File: config.mk
export PLATFORM = sky130hd
export DESIGN_NAME = phase_dump_ctrl_flat
export DESIGN_NICKNAME = d
export VERILOG_FILES = /design/src/rtl/phase_dump_pkg.sv /design/src/rtl/phase_dump_ctrl_if.sv /design/src/rtl/rise_edge_det.sv /design/src/rtl/phase_dump_ctrl.sv /design/src/flat_wrapper.sv
export SDC_FILE = /design/constraint.sdc
export NUM_CORES = 1
export LEC_CHECK = 0
export ABC_AREA = 1
export BUFFER_PORTS_ARGS = -buffer_cell sky130_fd_sc_hd__buf_4
export CAP_MARGIN = 25
export CORE_ASPECT_RATIO = 1.2
export CORE_UTILIZATION = 52
export CTS_CLUSTER_SIZE = 14
export DETAILED_ROUTE_END_ITERATION = 8
export PLACE_DENSITY = 0.81
export SLEW_MARGIN = 20
export SYNTH_ARGS = -nofsm -noshare
export SYNTH_HDL_FRONTEND = slang
export SYNTH_SLANG_ARGS = --single-unit
File: constraint.sdc
create_clock -name user_clk -period 2 [get_ports user_clk]
set_input_delay 0.3 -clock user_clk [delete_from_list [all_inputs] [get_ports user_clk]]
set_output_delay 0.3 -clock user_clk [all_outputs]
set_load 0.01 [all_outputs]
File: src/rtl/phase_dump_pkg.sv
// Shared types and constants for the phase snapshot capture controller.
// Holds the FSM state encoding, register bit positions and default widths.
package phase_dump_pkg;

    localparam int ARM_BIT    = 0;
    localparam int CH_SEL_LSB = 8;

    localparam int DEF_DATA_W = 16;
    localparam int DEF_CH_W   = 8;
    localparam int DEF_ADDR_W = 10;

    typedef enum logic [1:0] {
        ST_IDLE    = 2'd0,
        ST_ARMED   = 2'd1,
        ST_CAPTURE = 2'd2,
        ST_DONE    = 2'd3
    } dump_state_t;

endpackage

File: src/rtl/phase_dump_ctrl_if.sv
// Channelised phase stream in, snapshot BRAM write port out; no backpressure on either side.
// The master drives the stream and observes the BRAM port; the slave is the capture controller.
interface phase_dump_ctrl_if
    import phase_dump_pkg::*;
#(
    parameter int DATA_W = DEF_DATA_W,
    parameter int CH_W   = DEF_CH_W,
    parameter int ADDR_W = DEF_ADDR_W
) ();

    logic              in_valid;
    logic [CH_W-1:0]   in_ch;
    logic [DATA_W-1:0] in_phase;

    logic              bram_we;
    logic [ADDR_W-1:0] bram_addr;
    logic [DATA_W-1:0] bram_din;

    modport master (
        output in_valid, in_ch, in_phase,
        input  bram_we, bram_addr, bram_din
    );

    modport slave (
        input  in_valid, in_ch, in_phase,
        output bram_we, bram_addr, bram_din
    );

endinterface

File: src/rtl/rise_edge_det.sv
// Rising-edge detector: rise is combinational from d against a registered history flop.
// Zero latency on rise, history updates every cycle; no backpressure.
module rise_edge_det #(
    parameter bit RST_VAL = 1'b0
) (
    input  logic clk,
    input  logic rst_n,
    input  logic d,
    output logic rise
);

    logic hist_q;

    always_ff @(posedge clk or negedge rst_n) begin
        if (!rst_n) begin
            hist_q <= RST_VAL;
        end else begin
            hist_q <= d;
        end
    end

    assign rise = d & ~hist_q;

endmodule

File: src/rtl/phase_dump_ctrl.sv
// Arms on a software 0->1 of dmp_on[0], captures 2^ADDR_W samples of one channel into BRAM.
// Matching sample at t is written at t+1; one sample per clock, no backpressure or stall.
module phase_dump_ctrl
    import phase_dump_pkg::*;
#(
    parameter int DATA_W = DEF_DATA_W,
    parameter int CH_W   = DEF_CH_W,
    parameter int ADDR_W = DEF_ADDR_W
) (
    input  logic              user_clk,
    input  logic              user_rst_n,
    input  logic [31:0]       dmp_on,
    phase_dump_ctrl_if.slave  bus,
    output logic              busy,
    output logic              done,
    output logic [ADDR_W:0]   wr_count
);

    localparam logic [ADDR_W-1:0] ADDR_LAST = '1;

    dump_state_t       state_q, state_d;
    logic              arm, arm_rise, arm_start, match, wr_en;
    logic [CH_W-1:0]   sel_q;
    logic [ADDR_W-1:0] addr_q;
    logic [ADDR_W:0]   cnt_q;
    logic              we_q;
    logic [ADDR_W-1:0] waddr_q;
    logic [DATA_W-1:0] wdat_q;
    logic              unused_dmp_bits;

    assign arm             = dmp_on[ARM_BIT];
    assign unused_dmp_bits = ^{dmp_on[31:CH_SEL_LSB+CH_W], dmp_on[CH_SEL_LSB-1:ARM_BIT+1]};
    assign match           = bus.in_valid && (bus.in_ch == sel_q);

    // History resets high so a register already holding 1 at reset release cannot arm.
    rise_edge_det #(.RST_VAL(1'b1)) u_arm_det (
        .clk   (user_clk),
        .rst_n (user_rst_n),
        .d     (arm),
        .rise  (arm_rise)
    );

    always_ff @(posedge user_clk or negedge user_rst_n) begin
        if (!user_rst_n) begin
            state_q <= ST_IDLE;
        end else begin
            state_q <= state_d;
        end
    end

    // Abort (arm low) wins over a matching sample in the same cycle.
    always_comb begin
        state_d   = state_q;
        arm_start = 1'b0;
        wr_en     = 1'b0;
        case (state_q)
            ST_IDLE: begin
                if (arm_rise) begin
                    state_d   = ST_ARMED;
                    arm_start = 1'b1;
                end
            end
            ST_ARMED: begin
                if (!arm) begin
                    state_d = ST_IDLE;
                end else if (match) begin
                    wr_en   = 1'b1;
                    state_d = (addr_q == ADDR_LAST) ? ST_DONE : ST_CAPTURE;
                end
            end
            ST_CAPTURE: begin
                if (!arm) begin
                    state_d = ST_IDLE;
                end else if (match) begin
                    wr_en = 1'b1;
                    if (addr_q == ADDR_LAST) begin
                        state_d = ST_DONE;
                    end
                end
            end
            ST_DONE: begin
                if (!arm) begin
                    state_d = ST_IDLE;
                end
            end
            default: state_d = ST_IDLE;
        endcase
    end

    always_ff @(posedge user_clk or negedge user_rst_n) begin
        if (!user_rst_n) begin
            sel_q   <= '0;
            addr_q  <= '0;
            cnt_q   <= '0;
            we_q    <= 1'b0;
            waddr_q <= '0;
            wdat_q  <= '0;
        end else begin
            we_q <= wr_en;
            if (arm_start) begin
                sel_q  <= dmp_on[CH_SEL_LSB +: CH_W];
                addr_q <= '0;
                cnt_q  <= '0;
            end else if (wr_en) begin
                addr_q  <= addr_q + 1'b1;
                cnt_q   <= cnt_q + 1'b1;
                waddr_q <= addr_q;
                wdat_q  <= bus.in_phase;
            end
        end
    end

    assign bus.bram_we   = we_q;
    assign bus.bram_addr = waddr_q;
    assign bus.bram_din  = wdat_q;
    assign busy          = (state_q == ST_ARMED) || (state_q == ST_CAPTURE);
    assign done          = (state_q == ST_DONE);
    assign wr_count      = cnt_q;

endmodule

File: src/flat_wrapper.sv
// flat-port wrapper written by rule: the top's interface ports become plain ports
module phase_dump_ctrl_flat import phase_dump_pkg::*;
#(
    parameter int DATA_W = DEF_DATA_W,
    parameter int CH_W   = DEF_CH_W,
    parameter int ADDR_W = DEF_ADDR_W
)
  (user_clk, user_rst_n, dmp_on, busy, done, wr_count, bus_in_valid, bus_in_ch, bus_in_phase, bus_bram_we, bus_bram_addr, bus_bram_din);
  phase_dump_ctrl_if #(.DATA_W(DATA_W), .CH_W(CH_W), .ADDR_W(ADDR_W)) bus_i ();
  input  logic user_clk;
  input  logic user_rst_n;
  input  logic [31:0] dmp_on;
  output logic busy;
  output logic done;
  output logic [ADDR_W:0] wr_count;
  input wire logic [$bits(bus_i.in_valid)-1:0] bus_in_valid;
  input wire logic [$bits(bus_i.in_ch)-1:0] bus_in_ch;
  input wire logic [$bits(bus_i.in_phase)-1:0] bus_in_phase;
  output wire logic [$bits(bus_i.bram_we)-1:0] bus_bram_we;
  output wire logic [$bits(bus_i.bram_addr)-1:0] bus_bram_addr;
  output wire logic [$bits(bus_i.bram_din)-1:0] bus_bram_din;
  assign bus_i.in_valid = bus_in_valid;
  assign bus_i.in_ch = bus_in_ch;
  assign bus_i.in_phase = bus_in_phase;
  assign bus_bram_we = bus_i.bram_we;
  assign bus_bram_addr = bus_i.bram_addr;
  assign bus_bram_din = bus_i.bram_din;
  phase_dump_ctrl #(.DATA_W(DATA_W), .CH_W(CH_W), .ADDR_W(ADDR_W)) u_core (.user_clk(user_clk), .user_rst_n(user_rst_n), .dmp_on(dmp_on), .bus(bus_i), .busy(busy), .done(done), .wr_count(wr_count));
endmodule
# Word level (Yosys, flattened, before mapping)
# Index checks and enable logic that the tools add are counted.
# classes
reduce_logical	7
muxes	18
div_mod_pow	0
eq_ne	10
shift	0
addsub	2
magnitude_cmp	0
bitwise	3
mul	0
# ops
op	n
11-bit two-way mux	2
10-bit two-way mux	2
2-bit two-way mux	7
11-bit by 1-bit adder with 11-bit output (second input constant)	1
10-bit by 1-bit adder with 10-bit output (second input constant)	1
10-bit equality test (second input constant)	1
3-bit by 2-bit inequality test with 1-bit output (second input constant)	3
8-bit equality test	1
2-bit one-hot mux with 4 select lines	1
1-bit two-way mux	6
5-bit AND reduction	1
2-bit equality test (second input constant)	2
2-bit by 1-bit equality test with 1-bit output (second input constant)	1
2-bit zero test	1
2-bit by 1-bit inequality test with 1-bit output (second input constant)	1
2-bit inequality test (second input constant)	1
1-bit inverter	2
2-bit AND reduction	1
2-bit nonzero test	1
2-bit OR reduction	1
1-bit bitwise AND	1
1-bit logical AND	1
1-bit logical OR	1
# totals
out_inout_bits	40
ff_bits	59
elab_cells	48
inputBits	59
memories	0
latch_bits	0
rom_bits	0
ram_bits	0

# Logic depth before layout (Yosys ltp)
# Gate-level depths: netlist of run 1.
# depth
ltp_word	7
depth_mapped	11
mapped_depth_nobuf	11

# Cells and area by module
# From an unflattened synthesis of run 1, not the netlist that was laid out.
# hier_totals
cells_unflattened	413
area_unflattened_um2	3295.7
# modules_own_cells
mod	area_per_inst_um2	instances	cells_per_inst	seq_area_each_um2
phase_dump_ctrl	3259.4	1	410	1451.4
rise_edge_det	36.3	1	3	26.3

# Worst setup path before layout of run 1
# No wires, ideal clock.
# synth_path
path_kind	reg2reg
start	register u_core.state_q[0]
end	register u_core.waddr_q[6] (netlist: u_core.bus.bram_addr[6])
required_time_ns	1.934
path_stages_with_launch	9
n_path_buf	2
period_less_slack_ns	1.623
setup_ns	0.066
t_arrival_ns	1.558
path_slack_ns	0.377
path_cell_list	dfrtp_1 > inv_1 > ha_1 > nand2_1 > inv_1 > buf_2 > buf_2 > nand4_1 > nand2_1
# synth_via
elab_chain_cells	4
elab_cells_between_ends	8
cone_classes	2 x eq/ne; 2 x mux; 1 x bitwise; 3 x reduce/logical
# synth_rtl
element	line	source
from (decl)	phase_dump_ctrl.sv:21	dump_state_t state_q, state_d;
from (signal assigned)	phase_dump_ctrl.sv:47	state_q <= state_d;
2-bit equality test (tied with other cells)	phase_dump_ctrl.sv:56	case (state_q)
2-bit OR reduction (no source line) or 1-bit two-way mux (tied branches)	--	
1-bit two-way mux or 1-bit inverter (tied branches)	--	
2-bit AND reduction (no source line) *	--	
to (signal assigned)	phase_dump_ctrl.sv:107	waddr_q <= addr_q;
to (decl)	phase_dump_ctrl.sv:27	logic [ADDR_W-1:0] waddr_q;
# Every way passes the cells marked *; elsewhere a longest branch is shown, timed or not.
# A chain may end at the register's enable or synchronous reset.

# Worst setup path after layout of run 1
# layout_path
start	register u_core.state_q[0]
end	register u_core.wdat_q[1] (netlist: u_core.bus.bram_din[1])
# layout_via
elab_chain_cells	4
elab_cells_between_ends	8
cone_classes	2 x eq/ne; 2 x mux; 1 x bitwise; 3 x reduce/logical
# layout_rtl
element	line	source
2-bit equality test (tied with other cells)	phase_dump_ctrl.sv:56	
2-bit OR reduction (no source line) or 1-bit two-way mux (tied branches)	--	
1-bit two-way mux or 1-bit inverter (tied branches)	--	
2-bit AND reduction (no source line) *	--	
to (signal assigned)	phase_dump_ctrl.sv:108	wdat_q <= bus.in_phase;
to (decl)	phase_dump_ctrl.sv:28	logic [DATA_W-1:0] wdat_q;
# Marked as above.

==> reports/results.tsv, run 1 <==
stage	metric	value	unit
status	outcome	finished clean	
worst_setup_path	WP buf/inv	3	
global_routing	all-layer global routing usage	24.33	%
synth	EDFF count, synth	0	
worst_setup_path	crit path launch type	register	
synth	syn avg cell area	7.548	um2
worst_setup_path	crit path cell chain	inv_1 -> ha_1 -> nand2_1 -> inv_1 -> buf_12 -> nand3_4 -> nand2_1 -> nand2_1	
power	switching share of total power	35.07	%
worst_setup_path	critical path's top delay family	simple AND/OR/NAND/NOR gates	
worst_setup_path	CP Data Required Time	2230	ps
floorplan	Initial Util	54.14	%
power	Leak	2.349	nW
global_routing	met2 Usage GRT	42.83	%
worst_setup_path	Crit. path cell count	8	
synth	Synth Net Count	500	
worst_setup_path	crit path kind	reg -> reg	
clock_tree	Clk Latency, worst-skew pair	340	ps
power	P_sw	0.001139	W
power	internal power	0.002108	W
clock_tree	setup bufs post-CTS	0	
clock_tree	Clock Tree Buf Depth	2	
power	clock share of power	28.5	%
synth	register area share after synthesis	45.11	%
sta	Worst Clk Skew	5.851	ps
place	GPL Wtd Cong	0.8566	
synth	most frequent cell after synthesis	nand2_1	
place	port buffer count	75	
global_routing	vias in the first global route	2889	
finish	share of layout cells above drive strength 1	21.83	%
worst_setup_path	CP arrival	2090	ps
sta	RSZ-0062 raised after global routing	no	
clock_tree	number of CTS-inserted buffers	9	
finish	final core utilization	67.41	%
floorplan	total I/O pin count	99	
sta	final setup margin	143.0	ps
global_routing	initial antenna violation count	0	
synth	area leader, netlist	dfrtp_1	
synth	Post-synth ARST share	100.0	%
synth	synthesized instance count	434	
sta	Tmin final	1857	ps
clock_tree	Root Driver	clkbuf_8	
synth	Syn. warnings	0	
global_routing	first-pass GRT wire length	12.34	mm
power	Flop pwr share	43.9	%
run	number of max-cap violations	0	
sta	Worst Tran Pin Value	736.9	ps
sta	Final Slew Violations	0	
worst_setup_path	Worst path most repeated cell	nand2_1	
drt	via count	3007	
drt	Vias/cell	5.054	
worst_setup_path	R2R cell count	8	
synth	synth top area cells	dfrtp_1 44%, nand2_1 18%, nand3_1 6.7%	
power	peak supply drop	0.5608	mV
sta	FMAX	538.5	MHz
drt	DR iter-0 viols	161	
floorplan	die area	6622	um2
synth	Cell variety after synth	29	
hold_path	Hold Crit Class	in -> async	
finish	antenna cells	0	
worst_setup_path	CP Launch Point	u_core.state_q[0]	
finish	nets	574	
finish	# fillers	527	
floorplan	Die Width	74.45	um
drt	Antenna Violating Nets Remaining	0	
clock_tree	CTS tree	built	
synth	dominant synthesized flop cell	dfrtp_1	
drt	Detailed Routing Iterations Pass 1	4	
clock_tree	post-cts sizing count	0	
worst_setup_path	Reg2Reg Setup Slack	140	ps
floorplan	cell row count	31	
global_routing	GR Util met3	5.750	%
global_routing	largest net degree at the start of global routing	63	
global_routing	met1 Use GR	28.09	%
synth	FF+latch count, synth	59	
sta	final setup fails	0	
floorplan	DIE HEIGHT	88.94	um
place	DP Worst Slack	167.1	ps
clock_tree	CTS Hold Bufs	0	
global_routing	GRT Max-Usage Layer	met2	
worst_setup_path	Worst Setup EP	u_core.bus.bram_din[1]	
worst_setup_path	r2r startpoint	u_core.state_q[0]	
synth	top post-synthesis cells by count	160 x nand2_1, 58 x dfrtp_1, 46 x inv_1	
place	Detailed Place HPWL	5.000	mm
synth	top cell type's share of synthesized area	44.31	%
sta	Final Hold Fails	0	
sta	Rel. slew slack	50.87	%
worst_setup_path	Critical Path Slowest Stage Cell	dfrtp_1	
power	Comb power frac	27.6	%
sta	Final period util	92.85	%
synth	synthesized area	3276	um2
worst_setup_path	Worst setup EP type	register	
drt	DRC errors left	0	
global_routing	gr ovfl total	0	
worst_setup_path	CP Max Fanout	30	
clock_tree	Reg clk slew, reported paths	70	ps
drt	drt total wl	7.325	mm
drt	Routed WL per cell	12.31	um
worst_setup_path	CP max stage delay	410	ps
clock_tree	H-tree depth	3	
sta	Total Negative Setup Slacks	0	ps
floorplan	Core Box Area	6051	um2
clock_tree	# clock sinks	59	
power	PD cells	795.9	nW/um2
worst_setup_path	reg-to-reg endpoint	u_core.bus.bram_din[1]	
finish	Syn-to-layout area delta	24.52	%
cell families after synthesis:
logic type,synth area share [%]
flip-flops,45.11
adder cells (fa/ha/maj),2.674
AND/OR/NAND/NOR,38.77
XOR/XNOR,2.674
buffers and inverters,8.709
AO/OA/AOI/OAI,2.063
per-stage QoR:
step	hold slack [ps]	instances	area (um2)	total power (W)
3_3_place_gp	412.1	579	3910	0.002303
6_report	25.81	595	4079	0.003246
2_1_floorplan	4.409	434	3276	0.002021
5_1_grt	78.45	595	4079	0.003472
3_5_place_dp	414.6	579	3910	0.002343
4_1_cts	44.70	595	4079	0.003284
cells in the final DEF (no fill, tap or decap), types with 2 or more instances in the layout:
cell	n
a21oi_1	2
buf_12	2
buf_4	79
clkbuf_8	9
clkinv_2	3
clkinvlp_4	4
dfrtp_1	58
ha_1	7
inv_1	46
inv_2	3
nand2_1	160
nand2_2	3
nand3_1	44
nand4_1	34
nor2_1	25
nor2_2	3
nor3_1	2
o21ai_0	10
xnor2_1	3
xor2_1	7
layer usage:
| metal | up-vias | share of wire, % |
|---|---|---|
| met5 | - | 0 |
| met3 | 11 | 5.7 |
| li1 | 1534 | - |
| met2 | 75 | 48 |
| met1 | 1387 | 44 |
| met4 | 0 | 1.6 |
sequential cells by signal (all words and copies together) (netlist names):
register	cells
u_core.bus.bram_din	16
u_core.wr_count	11
u_core.addr_q	10
u_core.bus.bram_addr	10
u_core.sel_q	8
u_core.state_q	2
u_core.bus.bram_we	1
u_core.u_arm_det.hist_q	1
worst min path at each step:
stage / to / slack, ps / cells past startpoint
floorplan: u_core.addr_q[0] / 4 / 0
global placement: u_core.bus.bram_din[11] / 410 / 1
detailed placement: u_core.bus.bram_din[8] / 410 / 1
CTS: u_core.bus.bram_din[8] / 40 / 1
global route: u_core.bus.bram_din[8] / 80 / 1
finish: u_core.bus.bram_din[8] / 30 / 1
cell type report:
class                      instances  area, um2  share of cell area, %
inverter                          49      183.9                  4.509
timing repair buffer              81      633.1                  15.52
clock buffer                       9      123.9                  3.037
sequential                        59       1478                  36.23
clock inverter                     7      45.04                  1.104
multi-input combinational        308       1513                  37.09
tap                               82      102.6                  2.515
power by group through the flow:
stage	combinational (W)	clock [W]	sequential [W]
global placement	0.000867	0	0.00144
global route	0.00103	0.00101	0.00144
floorplan	0.000573	0	0.00145
CTS	0.000903	0.000959	0.00142
finish	0.000898	0.000925	0.00142
detailed placement	0.000899	0	0.00144
No activity file was read; power rests on OpenSTA's default activity.
==> run 2, diff against run 1 <==
--- a/config.mk
+++ b/config.mk
@@ -12,7 +12,7 @@
 export CORE_UTILIZATION = 52
 export CTS_CLUSTER_SIZE = 14
 export DETAILED_ROUTE_END_ITERATION = 8
-export PLACE_DENSITY = 0.81
+export PLACE_DENSITY_LB_ADDON = 0.2
 export SLEW_MARGIN = 20
 export SYNTH_ARGS = -nofsm -noshare
 export SYNTH_HDL_FRONTEND = slang
==> reports/results.tsv, run 2 (synthesized netlist as in run 1, its figures left out) <==
stage	metric	value	unit	change
clock_tree	Clk Latency, worst-skew pair	340	ps	about the same
global_routing	largest net degree at the start of global routing	63		unchanged
power	Leak	2.374	nW	+1.0%
finish	commonest non-fill, non-tap cell in the layout	nand2_1		
hold_path	Hold Crit Class	in -> async		
clock_tree	Reg clk slew, reported paths	70	ps	about the same
floorplan	die area	6622	um2	unchanged
worst_setup_path	R2R cell count	8		unchanged
power	peak supply drop	0.7312	mV	+30%
drt	Detailed Routing Iterations Pass 1	4		unchanged
drt	Antenna Violating Nets Remaining	0		unchanged
floorplan	Initial Util	54.14	%	unchanged
sta	Tmin final	1826	ps	-30.75 ps
place	GPL Wtd Cong	0.8023		-6.3%
place	port buffer count	75		unchanged
floorplan	Die Width	74.45	um	unchanged
finish	final core utilization	68.22	%	+0.81 points
finish	antenna cells	0		unchanged
worst_setup_path	CP arrival	2100	ps	about the same
floorplan	cell row count	31		unchanged
sta	final setup fails	0		unchanged
sta	Final Slew Violations	0		unchanged
sta	Final Hold Fails	0		unchanged
floorplan	total I/O pin count	99		unchanged
finish	Syn-to-layout area delta	26.01	%	
drt	DR iter-0 viols	227		+41%
finish	max reg flops	16		unchanged
drt	Vias/cell	5.107		+1.1%
finish	share of layout cells above drive strength 1	21.98	%	+0.15 points
sta	Worst Tran Pin Value	735.1	ps	-1.764 ps
clock_tree	setup bufs post-CTS	0		unchanged
clock_tree	CTS Hold Bufs	0		unchanged
global_routing	gr ovfl total	0		unchanged
global_routing	all-layer global routing usage	23.76	%	-0.57 points
clock_tree	Root Driver	clkbuf_8		
status	outcome	finished clean		
worst_setup_path	Worst path most repeated cell	nand2_1		
drt	Routed WL per cell	12.29	um	-0.15%
worst_setup_path	reg-to-reg endpoint	u_core.wr_count[4]		
worst_setup_path	crit path kind	reg -> reg		
drt	via count	3044		+1.2%
floorplan	DIE HEIGHT	88.94	um	unchanged
worst_setup_path	CP Data Required Time	2280	ps	+50 ps
sta	Total Negative Setup Slacks	0	ps	unchanged
clock_tree	CTS tree	built		
global_routing	first-pass GRT wire length	12.02	mm	-2.6%
finish	most frequent cells in the layout	160 x nand2_1, 81 x buf_4, 58 x dfrtp_1		
power	PD cells	850.5	nW/um2	+6.9%
worst_setup_path	Reg2Reg Setup Slack	170	ps	+30 ps
sta	RSZ-0062 raised after global routing	no		
clock_tree	number of CTS-inserted buffers	9		unchanged
worst_setup_path	Worst setup EP type	register		
global_routing	vias in the first global route	2768		-4.2%
clock_tree	post-cts sizing count	0		unchanged
worst_setup_path	crit path launch type	register		
drt	drt total wl	7.326	mm	about the same
worst_setup_path	Critical Path Slowest Stage Cell	dfrtp_1		
drt	DRC errors left	0		unchanged
sta	FMAX	547.6	MHz	+1.7%
clock_tree	Clock Tree Buf Depth	2		unchanged
run	number of max-cap violations	0		unchanged
worst_setup_path	CP Max Fanout	11		-63%
finish	nets	575		+0.17%
floorplan	Core Box Area	6051	um2	unchanged
worst_setup_path	CP max stage delay	410	ps	about the same
worst_setup_path	crit path cell chain	inv_1 -> ha_1 -> nand2_1 -> clkinvlp_4 -> nand2_2 -> buf_4 -> nand3_1 -> nand2_1		
worst_setup_path	CP Launch Point	u_core.state_q[0]		
clock_tree	# clock sinks	59		unchanged
sta	Worst Clk Skew	8.990	ps	+3.139 ps
finish	final instance area	4128	um2	+1.2%
clock_tree	H-tree depth	3		unchanged
global_routing	initial antenna violation count	0		unchanged
place	dpl cell area	3905	um2	-0.13%
worst_setup_path	Worst Setup EP	u_core.wr_count[4]		
worst_setup_path	r2r startpoint	u_core.state_q[0]		
sta	Final period util	91.31	%	-1.5 points
place	Detailed Place HPWL	4.966	mm	-0.67%
sta	Rel. slew slack	50.99	%	+0.12 points
## run 2: cell types whose count changed in the layout (fill, tap and decap cells not counted), sizes merged
cell      before  now
buf           81   82
bufinv         0    2
clkbuf         9   11
clkinv         3    2
clkinvlp       4    2
inv           49   48
## run 2: area by class of cell
class                   count  area, um2
clock buffers              11      141.4
clock inverters             5      77.57
repair buffers             82      628.1
flip-flops and latches     59       1478
multi-input cells         308       1513
inverters                  49      187.7
fillers                   541       1923
well taps                  82      102.6
## run 2: metal layers
metal / GRT usage, % / routed length, um / up-vias / share of wire (%)
li1: - / - / 1537 / -
met1: 27.45 / 3029 / 1420 / 41
met2: 42.67 / 3803 / 76 / 52
met3: 3.720 / 409 / 11 / 5.6
met4: 11.15 / 83 / 0 / 1.1
met5: 0 / 0 / - / 0
## run 2: through the flow
| step | std cells | hold WS (ps) | setup WS [ps] | total power, W |
|---|---|---|---|---|
| after global placement | 580 | 412.0 | 201.6 | 0.002293 |
| after detailed placement | 580 | 414.4 | 154.2 | 0.002328 |
| after floorplan | 434 | 4.409 | 376.6 | 0.002021 |
| final | 596 | 15.99 | 173.8 | 0.003510 |
| after global routing | 596 | 78.83 | 3.176 | 0.003707 |
| after CTS | 596 | 44.55 | 118.4 | 0.003535 |
## run 2: critical path: cells and delay by family (launching register included)
family,cells,cell delay [ps]
buf+inv,3,540
simple gates,4,510
flops,1,410
fa+ha+maj,1,320
## run 2: report_power, final
| part | leakage, nW | switching, W | internal (W) | total, W |
|---|---|---|---|---|
| logic | 1.46 | 0.000560 | 0.000327 | 0.000888 |
| clock network | 0.109 | 0.000467 | 0.000731 | 0.00120 |
| registers | 0.801 | 0.0000922 | 0.00133 | 0.00142 |
## run 2: worst min-delay path by stage
stage,from,endpoint,slack (ps)
2_1_floorplan,user_rst_n,u_core.addr_q[0],4
3_3_place_gp,user_rst_n,u_core.bus.bram_din[12],410
3_5_place_dp,user_rst_n,u_core.bus.bram_din[13],410
4_1_cts,user_rst_n,u_core.bus.bram_din[13],40
5_1_grt,user_rst_n,u_core.bus.bram_din[13],80
6_report,user_rst_n,u_core.bus.bram_din[12],20
==> run 3, diff against run 2 <==
--- a/config.mk
+++ b/config.mk
@@ -5,11 +5,11 @@
 export SDC_FILE = /design/constraint.sdc
 export NUM_CORES = 1
 export LEC_CHECK = 0
-export ABC_AREA = 1
+export ABC_AREA = 0
 export BUFFER_PORTS_ARGS = -buffer_cell sky130_fd_sc_hd__buf_4
 export CAP_MARGIN = 25
 export CORE_ASPECT_RATIO = 1.2
-export CORE_UTILIZATION = 52
+export CORE_UTILIZATION = 50
 export CTS_CLUSTER_SIZE = 14
 export DETAILED_ROUTE_END_ITERATION = 8
 export PLACE_DENSITY_LB_ADDON = 0.2
==> reports/results.tsv, run 3 <==
stage	metric	value	unit	change
sta	Worst Tran Pin Value	731.6	ps	-3.532 ps
finish	nets	430		-25%
sta	Final Hold Fails	0		unchanged
place	dpl cell area	3576	um2	-8.4%
power	PD cells	816.3	nW/um2	-4.0%
global_routing	vias in the first global route	2265		-18%
worst_setup_path	crit path launch type	register		
floorplan	Initial Util	52.19	%	-1.9 points
sta	Worst Clk Skew	8.678	ps	-0.3113 ps
power	Pwr Total	0.003314	W	-5.6%
synth	top post-synthesis cells by count	58 x dfrtp_1, 39 x nand2_1, 23 x mux2_2		
synth	synth top area cells	dfrtp_1 52%, mux2_2 9.3%, nand2_1 5.3%		
power	Flop pwr share	42.7	%	+2.1 points
synth	synthesized instance count	252		-42%
floorplan	die area	5871	um2	-11%
clock_tree	number of CTS-inserted buffers	9		unchanged
synth	dominant synthesized flop cell	dfrtp_1		
global_routing	all-layer global routing usage	22.55	%	-1.2 points
synth	Cell variety after synth	34		+17%
finish	Syn-to-layout area delta	45.84	%	
power	clock share of power	27.7	%	-6.4 points
worst_setup_path	Worst setup EP type	register		
synth	Post-synth ARST share	100.0	%	unchanged
worst_setup_path	crit path cell chain	xnor2_2 -> nand3_2 -> buf_4 -> or4_4 -> or4_4 -> a21oi_2		
floorplan	DIE HEIGHT	83.74	um	-5.8%
status	outcome	finished, violations left		
synth	Synth Net Count	318		-36%
worst_setup_path	CP Data Required Time	2260	ps	-20 ps
synth	area leader, netlist	dfrtp_1		
sta	Final period util	108.4	%	+17 points
drt	Antenna Violating Nets Remaining	0		unchanged
finish	final instance area	4060	um2	-1.6%
place	DP Cell Count	401		-31%
sta	Final Slew Violations	0		unchanged
floorplan	Die Width	70.12	um	-5.8%
floorplan	cell row count	29		-6.5%
sta	final setup margin	-167.8	ps	-341.5 ps
synth	Syn. warnings	0		unchanged
finish	share of layout cells above drive strength 1	51.76	%	+30 points
worst_setup_path	crit path kind	reg -> reg		
drt	drt total wl	6.744	mm	-7.9%
power	Comb power frac	29.6	%	+4.3 points
clock_tree	Clock Tree Buf Depth	2		unchanged
finish	antenna cells	0		unchanged
clock_tree	Reg clk slew, reported paths	60	ps	about the same
sta	FMAX	461.3	MHz	-16%
clock_tree	CTS tree	built		
hold_path	Hold Crit Class	in -> async		
drt	Vias/cell	5.522		+8.1%
finish	commonest non-fill, non-tap cell in the layout	buf_4		
drt	Routed WL per cell	15.65	um	+27%
run	number of max-cap violations	0		unchanged
place	Detailed Place HPWL	4.042	mm	-19%
finish	final core utilization	76.12	%	+7.9 points
floorplan	total I/O pin count	99		unchanged
synth	synthesized area	2784	um2	-15%
power	P_sw	0.0009844	W	-12%
place	GPL Wtd Cong	0.7564		-5.7%
worst_setup_path	WP buf/inv	1		-2
clock_tree	Root Driver	clkbuf_8		
worst_setup_path	CP arrival	2430	ps	+330 ps
global_routing	GRT Max-Usage Layer	met2		
sta	Rel. slew slack	51.23	%	+0.24 points
global_routing	initial antenna violation count	0		unchanged
global_routing	gr ovfl total	0		unchanged
clock_tree	CTS Hold Bufs	0		unchanged
synth	FF+latch count, synth	59		unchanged
global_routing	first-pass GRT wire length	10.25	mm	-15%
worst_setup_path	critical path's top delay family	simple AND/OR/NAND/NOR gates		
status	failing checks	negative setup slack		
drt	Detailed Routing Iterations Pass 1	4		unchanged
synth	syn avg cell area	11.05	um2	+46%
finish	most frequent cells in the layout	102 x buf_4, 58 x dfrtp_1, 37 x nand2_1		
synth	top cell type's share of synthesized area	52.13	%	+7.8 points
synth	register area share after synthesis	53.08	%	+8.0 points
power	peak supply drop	0.7912	mV	+8.2%
finish	max reg flops	16		unchanged
power	Leak	1.977	nW	-17%
drt	via count	2380		-22%
sta	RSZ-0062 raised after global routing	yes		
global_routing	largest net degree at the start of global routing	60		-4.8%
power	internal power	0.002330	W	-2.6%
power	switching share of total power	29.70	%	-2.2 points
worst_setup_path	Worst path most repeated cell	or4_4		
global_routing	met1 Use GR	26.11	%	-1.3 points
finish	Cell Count, Final, Fillers Out	431		-28%
clock_tree	Clk Latency, worst-skew pair	340	ps	about the same
sta	final setup fails	15		+15
drt	DR iter-0 viols	87		-62%
floorplan	Core Box Area	5334	um2	-12%
clock_tree	H-tree depth	3		unchanged
worst_setup_path	CP Max Fanout	8		-3
worst_setup_path	CP max stage delay	610	ps	+200 ps
synth	EDFF count, synth	0		unchanged
worst_setup_path	Critical Path Slowest Stage Cell	or4_4		
sta	Total Negative Setup Slacks	-1686	ps	-1686 ps
synth	most frequent cell after synthesis	dfrtp_1		
drt	DRC errors left	0		unchanged
global_routing	met2 Usage GRT	38.55	%	-4.1 points
sta	Tmin final	2168	ps	+341.5 ps
global_routing	GR Util met3	5.797	%	+2.1 points
place	port buffer count	75		unchanged
clock_tree	# clock sinks	59		unchanged
==> run 3: worst register-to-register path, stage by stage (launching register included) <==
cell,delay (ps)
dfrtp_1,410
xnor2_2,230
nand3_2,110
buf_4,160
or4_4,610
or4_4,440
a21oi_2,150
==> run 3: worst paths after layout <==
path                                            to  cells past startpoint              startpoint  slack, ps
max in group asynchronous   u_core.bus.bram_din[7]                      1              user_rst_n       1490
hold reg to reg             u_core.bus.bram_din[9]                      1  u_core.bus.bram_din[9]        490
min in group user_clk      u_core.u_arm_det.hist_q                      1               dmp_on[0]        110
setup reg to reg                  u_core.addr_q[4]                      6         u_core.sel_q[7]       -170
setup / recovery                  u_core.addr_q[4]                      6         u_core.sel_q[7]       -170
hold / removal                    u_core.addr_q[8]                      1              user_rst_n         30
==> run 3: what timing repair did <==
action	in CTS	in global routing
resized for setup	11	32
gates cloned	3	0
pin swaps	28	11
endpoints found under the setup margin	19	26
buffers inserted	6	5
==> run 3: logic make-up (layout without fill, tap and decap cells) <==
logic type               after synthesis  in the layout  synth area share (%)
AO/OA/AOI/OAI                         39             39                 8.944
XOR/XNOR                              10             10                 3.146
adder cells (fa/ha/maj)                7              7                 3.146
buffers and inverters                 18            132                 3.056
flip-flops                            59             59                 53.08
multiplexers                          29             29                 11.64
AND/OR/NAND/NOR                       90             93                 16.99
==> run 3: cell type report <==
class / count / area [um2]
repair buffers: 107 / 822.0
multi-input cells: 178 / 1485
flip-flops and latches: 59 / 1478
inverters: 9 / 33.78
well taps: 62 / 77.57
fillers: 372 / 1274
clock buffers: 13 / 148.9
clock inverters: 3 / 15.01
==> run 3: metrics by stage <==
| stage | hold slack (ps) | worst slack, ps |
|---|---|---|
| 6_report | 25.40 | -167.8 |
| 5_1_grt | 96.41 | -222.8 |
| 4_1_cts | 57.21 | -88.46 |
| 3_5_place_dp | 415.1 | -222.9 |
| 3_3_place_gp | 412.9 | -182.0 |
| 2_1_floorplan | 4.409 | -75.76 |
==> run 3: power by group through the flow <==
| stage | Combinational (W) | Clock, W | Sequential, W |
|---|---|---|---|
| 4_1_cts | 0.000888 | 0.000942 | 0.00140 |
| 5_1_grt | 0.00106 | 0.00100 | 0.00143 |
| 2_1_floorplan | 0.000430 | 0 | 0.00143 |
| 3_3_place_gp | 0.000814 | 0 | 0.00142 |
| 3_5_place_dp | 0.000837 | 0 | 0.00143 |
| 6_report | 0.000981 | 0.000917 | 0.00142 |
==> run 3: metal layers <==
metal,share of wire [%],vias up
li1,-,1136
met1,40,1156
met2,52,77
met3,5.1,11
met4,2.1,0
met5,0,-
